**src/rtl/stopwatch_pkg.sv**
```systemverilog
// Shared types and constants for the stopwatch control block.
package stopwatch_pkg;

   typedef enum logic [1:0] {
      ST_IDLE  = 2'd0,
      ST_RUN   = 2'd1,
      ST_PAUSE = 2'd2,
      ST_HALT  = 2'd3
   } sw_state_e;

   localparam int DEFAULT_CLK_HZ  = 50_000_000;
   localparam int DEFAULT_TICK_HZ = 100;

   // Clock cycles per count tick.
   function automatic int calc_tick_div(input int clk_hz, input int tick_hz);
      return clk_hz / tick_hz;
   endfunction

   // Prescaler width; never below one bit so a divide-by-one build still elaborates.
   function automatic int calc_tick_width(input int clk_hz, input int tick_hz);
      int div;
      div = clk_hz / tick_hz;
      return (div > 1) ? $clog2(div) : 1;
   endfunction

endpackage

```
**src/rtl/stopwatch_ctrl_if.sv**
```systemverilog
// Board-key and datapath-control bundle between the stopwatch controller and its surroundings.
interface stopwatch_ctrl_if;
   logic       key_reset;
   logic       key_start_pause;
   logic       key_display_stop;
   logic       at_max;
   logic       tick;
   logic       count_clr;
   logic       disp_load;
   logic [1:0] state;
   logic [3:0] led;

   // Board / datapath side: drives keys and the max flag, observes controls.
   modport master (
      output key_reset, key_start_pause, key_display_stop, at_max,
      input  tick, count_clr, disp_load, state, led
   );

   // Controller side.
   modport slave (
      input  key_reset, key_start_pause, key_display_stop, at_max,
      output tick, count_clr, disp_load, state, led
   );
endinterface

```
**src/rtl/key_debounce.sv**
```systemverilog
// Two-flop synchroniser, stable-count debouncer and press-edge pulse for one active-low key.
module key_debounce #(
   parameter int DEBOUNCE_CYCLES = 255
) (
   input  logic CLOCK_50,
   input  logic reset,
   input  logic key_raw,
   output logic press
);
   localparam int            CW       = $clog2(DEBOUNCE_CYCLES + 1);
   localparam logic [CW-1:0] CNT_LAST = CW'(DEBOUNCE_CYCLES - 1);

   logic          sync_1;
   logic          sync_2;
   logic          key_level;
   logic [CW-1:0] stable_cnt;

   // Bring the raw key into the clock domain; reset to the released level.
   always_ff @(posedge CLOCK_50) begin
      if (reset) begin
         sync_1 <= 1'b1;
         sync_2 <= 1'b1;
      end else begin
         sync_1 <= key_raw;
         sync_2 <= sync_1;
      end
   end

   // Accept a new level only after it has held for DEBOUNCE_CYCLES cycles; pulse on accepted fall.
   always_ff @(posedge CLOCK_50) begin
      if (reset) begin
         key_level  <= 1'b1;
         stable_cnt <= '0;
         press      <= 1'b0;
      end else begin
         press <= 1'b0;
         if (sync_2 == key_level) begin
            stable_cnt <= '0;
         end else if (stable_cnt == CNT_LAST) begin
            key_level  <= sync_2;
            stable_cnt <= '0;
            press      <= ~sync_2;
         end else begin
            stable_cnt <= stable_cnt + CW'(1);
         end
      end
   end
endmodule

```
**src/rtl/stopwatch_ctrl.sv**
```systemverilog
// Stopwatch control: key conditioning, IDLE/RUN/PAUSE(/HALT) sequencing, 10 ms tick prescaler.
// Optional build macro STOPWATCH_HALT_EN: stop in HALT at 59:59.99 instead of wrapping.
//
//   state | meaning
//   IDLE  | cleared, waiting for start
//   RUN   | prescaler running, ticks issued
//   PAUSE | prescaler frozen mid-period
//   HALT  | counter saturated at max, only clear leaves
module stopwatch_ctrl
   import stopwatch_pkg::*;
#(
   parameter int CLK_HZ          = DEFAULT_CLK_HZ,
   parameter int TICK_HZ         = DEFAULT_TICK_HZ,
   parameter int DEBOUNCE_CYCLES = 255
) (
   input logic              CLOCK_50,
   input logic              reset,
   stopwatch_ctrl_if.slave  sw
);
   localparam int            TICK_DIV = calc_tick_div(CLK_HZ, TICK_HZ);
   localparam int            PW       = calc_tick_width(CLK_HZ, TICK_HZ);
   localparam logic [PW-1:0] PRE_LAST = PW'(TICK_DIV - 1);

   localparam logic [1:0] S_IDLE  = ST_IDLE;
   localparam logic [1:0] S_RUN   = ST_RUN;
   localparam logic [1:0] S_PAUSE = ST_PAUSE;
   localparam logic [1:0] S_HALT  = ST_HALT;

`ifdef STOPWATCH_HALT_EN
   localparam logic HALT_EN = 1'b1;
`else
   localparam logic HALT_EN = 1'b0;
`endif

   logic          clr_press;
   logic          start_press;
   logic          disp_press;
   logic [1:0]    state_q;
   logic [PW-1:0] prescaler;
   logic          count_clr_q;
   logic          disp_load_q;
   logic          period_end;
   logic          halt_now;

   key_debounce #(.DEBOUNCE_CYCLES(DEBOUNCE_CYCLES)) u_key_clr (
      .CLOCK_50 (CLOCK_50), .reset (reset), .key_raw (sw.key_reset), .press (clr_press)
   );
   key_debounce #(.DEBOUNCE_CYCLES(DEBOUNCE_CYCLES)) u_key_start (
      .CLOCK_50 (CLOCK_50), .reset (reset), .key_raw (sw.key_start_pause), .press (start_press)
   );
   key_debounce #(.DEBOUNCE_CYCLES(DEBOUNCE_CYCLES)) u_key_disp (
      .CLOCK_50 (CLOCK_50), .reset (reset), .key_raw (sw.key_display_stop), .press (disp_press)
   );

   // A saturated counter turns the period boundary into a HALT instead of a tick.
   assign period_end = (state_q == S_RUN) && (prescaler == PRE_LAST);
   assign halt_now   = period_end && sw.at_max && HALT_EN;

   // Sequencing: clear beats everything, display toggles alongside any start action.
   always_ff @(posedge CLOCK_50) begin
      if (reset) begin
         state_q     <= S_IDLE;
         count_clr_q <= 1'b0;
         disp_load_q <= 1'b1;
      end else begin
         count_clr_q <= 1'b0;
         if (clr_press) begin
            state_q     <= S_IDLE;
            count_clr_q <= 1'b1;
            disp_load_q <= 1'b1;
         end else begin
            if (disp_press) disp_load_q <= ~disp_load_q;
            case (state_q)
               S_IDLE:  if (start_press) state_q <= S_RUN;
               S_RUN: begin
                  if (halt_now)         state_q <= S_HALT;
                  else if (start_press) state_q <= S_PAUSE;
               end
               S_PAUSE: if (start_press) state_q <= S_RUN;
               default: state_q <= state_q;
            endcase
         end
      end
   end

   // Prescaler advances only in RUN and holds elsewhere so a resume keeps the partial period.
   always_ff @(posedge CLOCK_50) begin
      if (reset || clr_press) begin
         prescaler <= '0;
      end else if (state_q == S_RUN) begin
         prescaler <= period_end ? '0 : prescaler + PW'(1);
      end
   end

   assign sw.tick      = period_end && !halt_now;
   assign sw.count_clr = count_clr_q;
   assign sw.disp_load = disp_load_q;
   assign sw.state     = state_q;
   assign sw.led       = {HALT_EN && (state_q == S_HALT), disp_load_q,
                          state_q == S_PAUSE, state_q == S_RUN};
endmodule

```
**src/flat_wrapper.sv**
```systemverilog
// flat-port wrapper written by rule: the top's interface ports become plain ports
module stopwatch_ctrl_flat import stopwatch_pkg::*;
#(
   parameter int CLK_HZ          = DEFAULT_CLK_HZ,
   parameter int TICK_HZ         = DEFAULT_TICK_HZ,
   parameter int DEBOUNCE_CYCLES = 255
)
  (CLOCK_50, reset, sw_key_reset, sw_key_start_pause, sw_key_display_stop, sw_at_max, sw_tick, sw_count_clr, sw_disp_load, sw_state, sw_led);
  stopwatch_ctrl_if sw_i ();
  input logic CLOCK_50;
  input logic reset;
  input wire logic [$bits(sw_i.key_reset)-1:0] sw_key_reset;
  input wire logic [$bits(sw_i.key_start_pause)-1:0] sw_key_start_pause;
  input wire logic [$bits(sw_i.key_display_stop)-1:0] sw_key_display_stop;
  input wire logic [$bits(sw_i.at_max)-1:0] sw_at_max;
  output wire logic [$bits(sw_i.tick)-1:0] sw_tick;
  output wire logic [$bits(sw_i.count_clr)-1:0] sw_count_clr;
  output wire logic [$bits(sw_i.disp_load)-1:0] sw_disp_load;
  output wire logic [$bits(sw_i.state)-1:0] sw_state;
  output wire logic [$bits(sw_i.led)-1:0] sw_led;
  assign sw_i.key_reset = sw_key_reset;
  assign sw_i.key_start_pause = sw_key_start_pause;
  assign sw_i.key_display_stop = sw_key_display_stop;
  assign sw_i.at_max = sw_at_max;
  assign sw_tick = sw_i.tick;
  assign sw_count_clr = sw_i.count_clr;
  assign sw_disp_load = sw_i.disp_load;
  assign sw_state = sw_i.state;
  assign sw_led = sw_i.led;
  stopwatch_ctrl #(.CLK_HZ(CLK_HZ), .TICK_HZ(TICK_HZ), .DEBOUNCE_CYCLES(DEBOUNCE_CYCLES)) u_core (.CLOCK_50(CLOCK_50), .reset(reset), .sw(sw_i));
endmodule
```
**config.mk**
```make
export PLATFORM = sky130hd
export DESIGN_NAME = stopwatch_ctrl_flat
export DESIGN_NICKNAME = d
export VERILOG_FILES = /design/src/rtl/stopwatch_pkg.sv /design/src/rtl/stopwatch_ctrl_if.sv /design/src/rtl/key_debounce.sv /design/src/rtl/stopwatch_ctrl.sv /design/src/flat_wrapper.sv
export SDC_FILE = /design/constraint.sdc
export NUM_CORES = 1
export LEC_CHECK = 0
export CAP_MARGIN = 20
export CORE_ASPECT_RATIO = 0.6
export CORE_UTILIZATION = 27
export DETAILED_ROUTE_END_ITERATION = 16
export PLACE_DENSITY = 0.41
export SYNTH_ARGS = -nofsm -noshare
export SYNTH_HDL_FRONTEND = slang
export SYNTH_SLANG_ARGS = --single-unit
```
**constraint.sdc**
```tcl
create_clock -name CLOCK_50 -period 1.6 [get_ports CLOCK_50]
set_input_delay 0.32 -clock CLOCK_50 [delete_from_list [all_inputs] [get_ports CLOCK_50]]
set_output_delay 0.32 -clock CLOCK_50 [all_outputs]
set_load 0.005 [all_outputs]
```
==> metrics.md <==
| Metric | Value |
|---|---|
| DP Cell Count | between 400 and 500 |
| HPWL after DPL | between 3 and 4 mm |
| Failing checks | negative setup slack |
| Synth top area share | 0.475 |
| Xor/xnor share of the synthesized area | 0.109 |
| Leakage power figure | between 1 and 1.5 nW |
| Final hold violation count | 0 |
| Clk_skew | between 6 and 7 ps |
| Via count | ~2000 |
| Routed WL per cell | roughly 12 um |
| Number of synthesized flops with an enable pin | 0 |
| I/O pins | 15 |
| H-tree levels | 3 |
| Worst VDD drop | approximately 0.48 mV |
| Layout cells sized above 1 | 0.307 |
| Area of the core | between 8000 and 9000 um2 |
| Final Worst Setup Slack | -152 ps |
| Multi-input gate area | 1360 um2 |
| Synth Area in Adders | 0.0352 |
| Diode count | 0 |
| Ys Warns | 0 |
| Initial core utilization | 0.285 |
| Vias in the first global route | around 1800 |
| CP Data Arrival Time | 1970 ps |
| Die height | between 70 and 80 um |
| Unrepaired setup endpoints after global routing | yes |
| FF-to-FF setup slack | -150 ps |
| Gr usage total | 0.125 |
| Clock latency at the later pin of the worst-skew pair | 330 ps |
| Post-cts hold buffer count | 0 |
| Synth area leaders | dfxtp_1, nor2_1, xor2_1, xnor2_1, nand3_1 |
| Starting DRT DRC Count | 80 |
| Number of buffers added on ports | 12 |
| Row Count | 26 |
| Compound-Gate Fraction of Synth Area | 0.0614 |
| Layout fillers | a little under 900 |
| First-pass GRT wire length | 8.99 mm |
| Seq/Total Area, Yosys | 0.475 |
| # setup viols final | 19 |
| Largest net degree at the start of global routing | 12 |
| DRC Markers | 0 |
| Drt pass-1 iters | 4 |
| Routed WL | around 5.3 mm |
| Initial antenna violation count | 0 |
| Reg clk slew, reported paths | 50 ps |
| Flops & latches, synth | 59 |
| Total grt overflow | 0 |
| Path category of the worst min-delay check | register to register |
| CTS max path bufs | 2 |
| CTS tree | built |
| Area Growth Syn to Fin | 39.5% |
| Worst Path Required | around 1800 ps |
| CTS buffer count | 9 |
| Average cell area after synthesis | between 9 and 10 um2 |
| Commonest non-fill, non-tap cell in the layout | dfxtp_1 |
| Synth area leader | dfxtp_1 |
| Type of destination of the critical path | register |
| Clock sink count | 59 |
| Max Cap Violations | 0 |
| Primary FF master, synth | dfxtp_1 |
| Status | finished with violations |
| Placer Congestion | about 0.76 |
| Sequential cell area | 1190 um2 |
| Slew Limit Fails | 0 |
| FFs w/ async S/R, synth | 0 |
| Syn nets | around 280 |
| Finished Layout Cells | approximately 440 |
| Die width | between 100 and 150 um |
| Nets@finish | 340 |
| Root buffer cell | clkbuf_16 |
| Commonest non-fill, non-tap cells in the layout | dfxtp_1, nor2_1, buf_4, xor2_1, nand3_1 |
| Routed Antenna Nets | 0 |
| Post-Synth Simple-Gate Area | 0.281 |
| Post-route clock period utilization | 1.09 |
| Fin crit period | between 1500 and 2000 ps |
| Crit Path Category | register to register |
| Largest fanout on the critical path | 5 |
| Fmax achieved | roughly 570 MHz |
| CP Launch Type | register |
| Unique cell type count in the Yosys netlist | 42 |
| Die ar. | between 9000 and 10000 um2 |
| Mux contribution to synthesized area | 0.00403 |
| DR vias/cell | approximately 4.4 |
| Synthesized cell area | approximately 2500 um2 |
| Largest family of logic cells by synthesized area | simple AND/OR/NAND/NOR gates |
| Setup TNS | -1670 ps |
| Pwr per Cell Area | around 970 nW/um2 |
| Cells after Synth | between 200 and 300 |
[where the power goes]
part / leakage, nW / switching (W) / internal [W] / total (W)
Clock: 0.135 / 0.000660 / 0.00112 / 0.00178
Combinational: 0.693 / 0.0000432 / 0.0000483 / 0.0000916
Sequential: 0.478 / 0.00000483 / 0.00148 / 0.00149
Total: 1.31 / 0.000708 / 0.00265 / 0.00336
[path summary, 6_finish.rpt]
| check | startpoint | end | depth (start not counted) |
|---|---|---|---|
| min reg2reg | u_core.u_key_clr.sync_1 | u_core.u_key_clr.sync_2 | 1 |
| max | u_core.prescaler[10] | u_core.prescaler[12] | 8 |
| min | u_core.u_key_clr.sync_1 | u_core.u_key_clr.sync_2 | 1 |
| max reg2reg | u_core.prescaler[10] | u_core.prescaler[12] | 8 |
[cell type report]
cell class	count	area share
repair buffers	55	0.140
flip-flops and latches	59	0.342
inverters	5	0.00541
clock inverters	4	0.00722
clock buffers	12	0.0740
well taps	112	0.0404
multi-input cells	197	0.391
[flip-flops by register name, indices dropped and copies added, names as in the netlist, 2 cells and up]
name,count
u_core.prescaler,19
u_core.sw.state,2
u_core.u_key_clr.stable_cnt,8
u_core.u_key_disp.stable_cnt,8
u_core.u_key_start.stable_cnt,8
[synth_stat cells, types with 3 or more instances]
cell type	n
a21oi_1	7
and3_1	7
and4_1	3
buf_4	4
clkbuf_1	4
dfxtp_1	59
ha_1	7
inv_1	5
nand2_1	14
nand3_1	19
nand4_1	10
nor2_1	48
nor4b_1	3
o21ai_0	9
or2_2	6
or3_1	6
xnor2_1	11
xor2_1	20
[logic make-up after synthesis]
family          Yosys count
buf+inv                  15
compound gates           25
simple gates            132
other cells               1
xor+xnor                 31
mux                       1
flops                    59
fa+ha+maj                 7
[metrics by stage]
stage	utilization	hold WS (ps)	cell area, um2	setup WS [ps]	total power [W]
floorplan	-	389	2490	7.04	0.00155
global placement	0.343	391	2990	-305	0.00158
detailed placement	0.343	397	2990	-352	0.00158
CTS	0.388	411	3380	-190	0.00343
global route	0.398	417	3470	-244	0.00350
finish	0.398	406	3470	-152	0.00336
[timing repair]
item	4_1_cts	5_1_grt
endpoints found under the setup margin	22	21
gates cloned	2	0
pin swaps	5	10
gates resized for setup	24	32
hold endpoints to repair	0	0
setup buffers	3	3
[metal layers]
layer,track usage,vias up,part of all wire
met5,0,-,0
met4,0.0578,0,0.016
met3,0.0569,9,0.052
met2,0.154,26,0.36
met1,0.180,868,0.57
li1,-,1046,-
[worst max-delay path, stage by stage, from the launching register on]
cell and delay, ps:
dfxtp_2 330, nor4b_4 290, nand4_1 200, buf_4 190, buf_6 110, o21ai_4 180
buf_6 150, buf_8 140, a21oi_2 40
(Power assumes the default switching activity.)
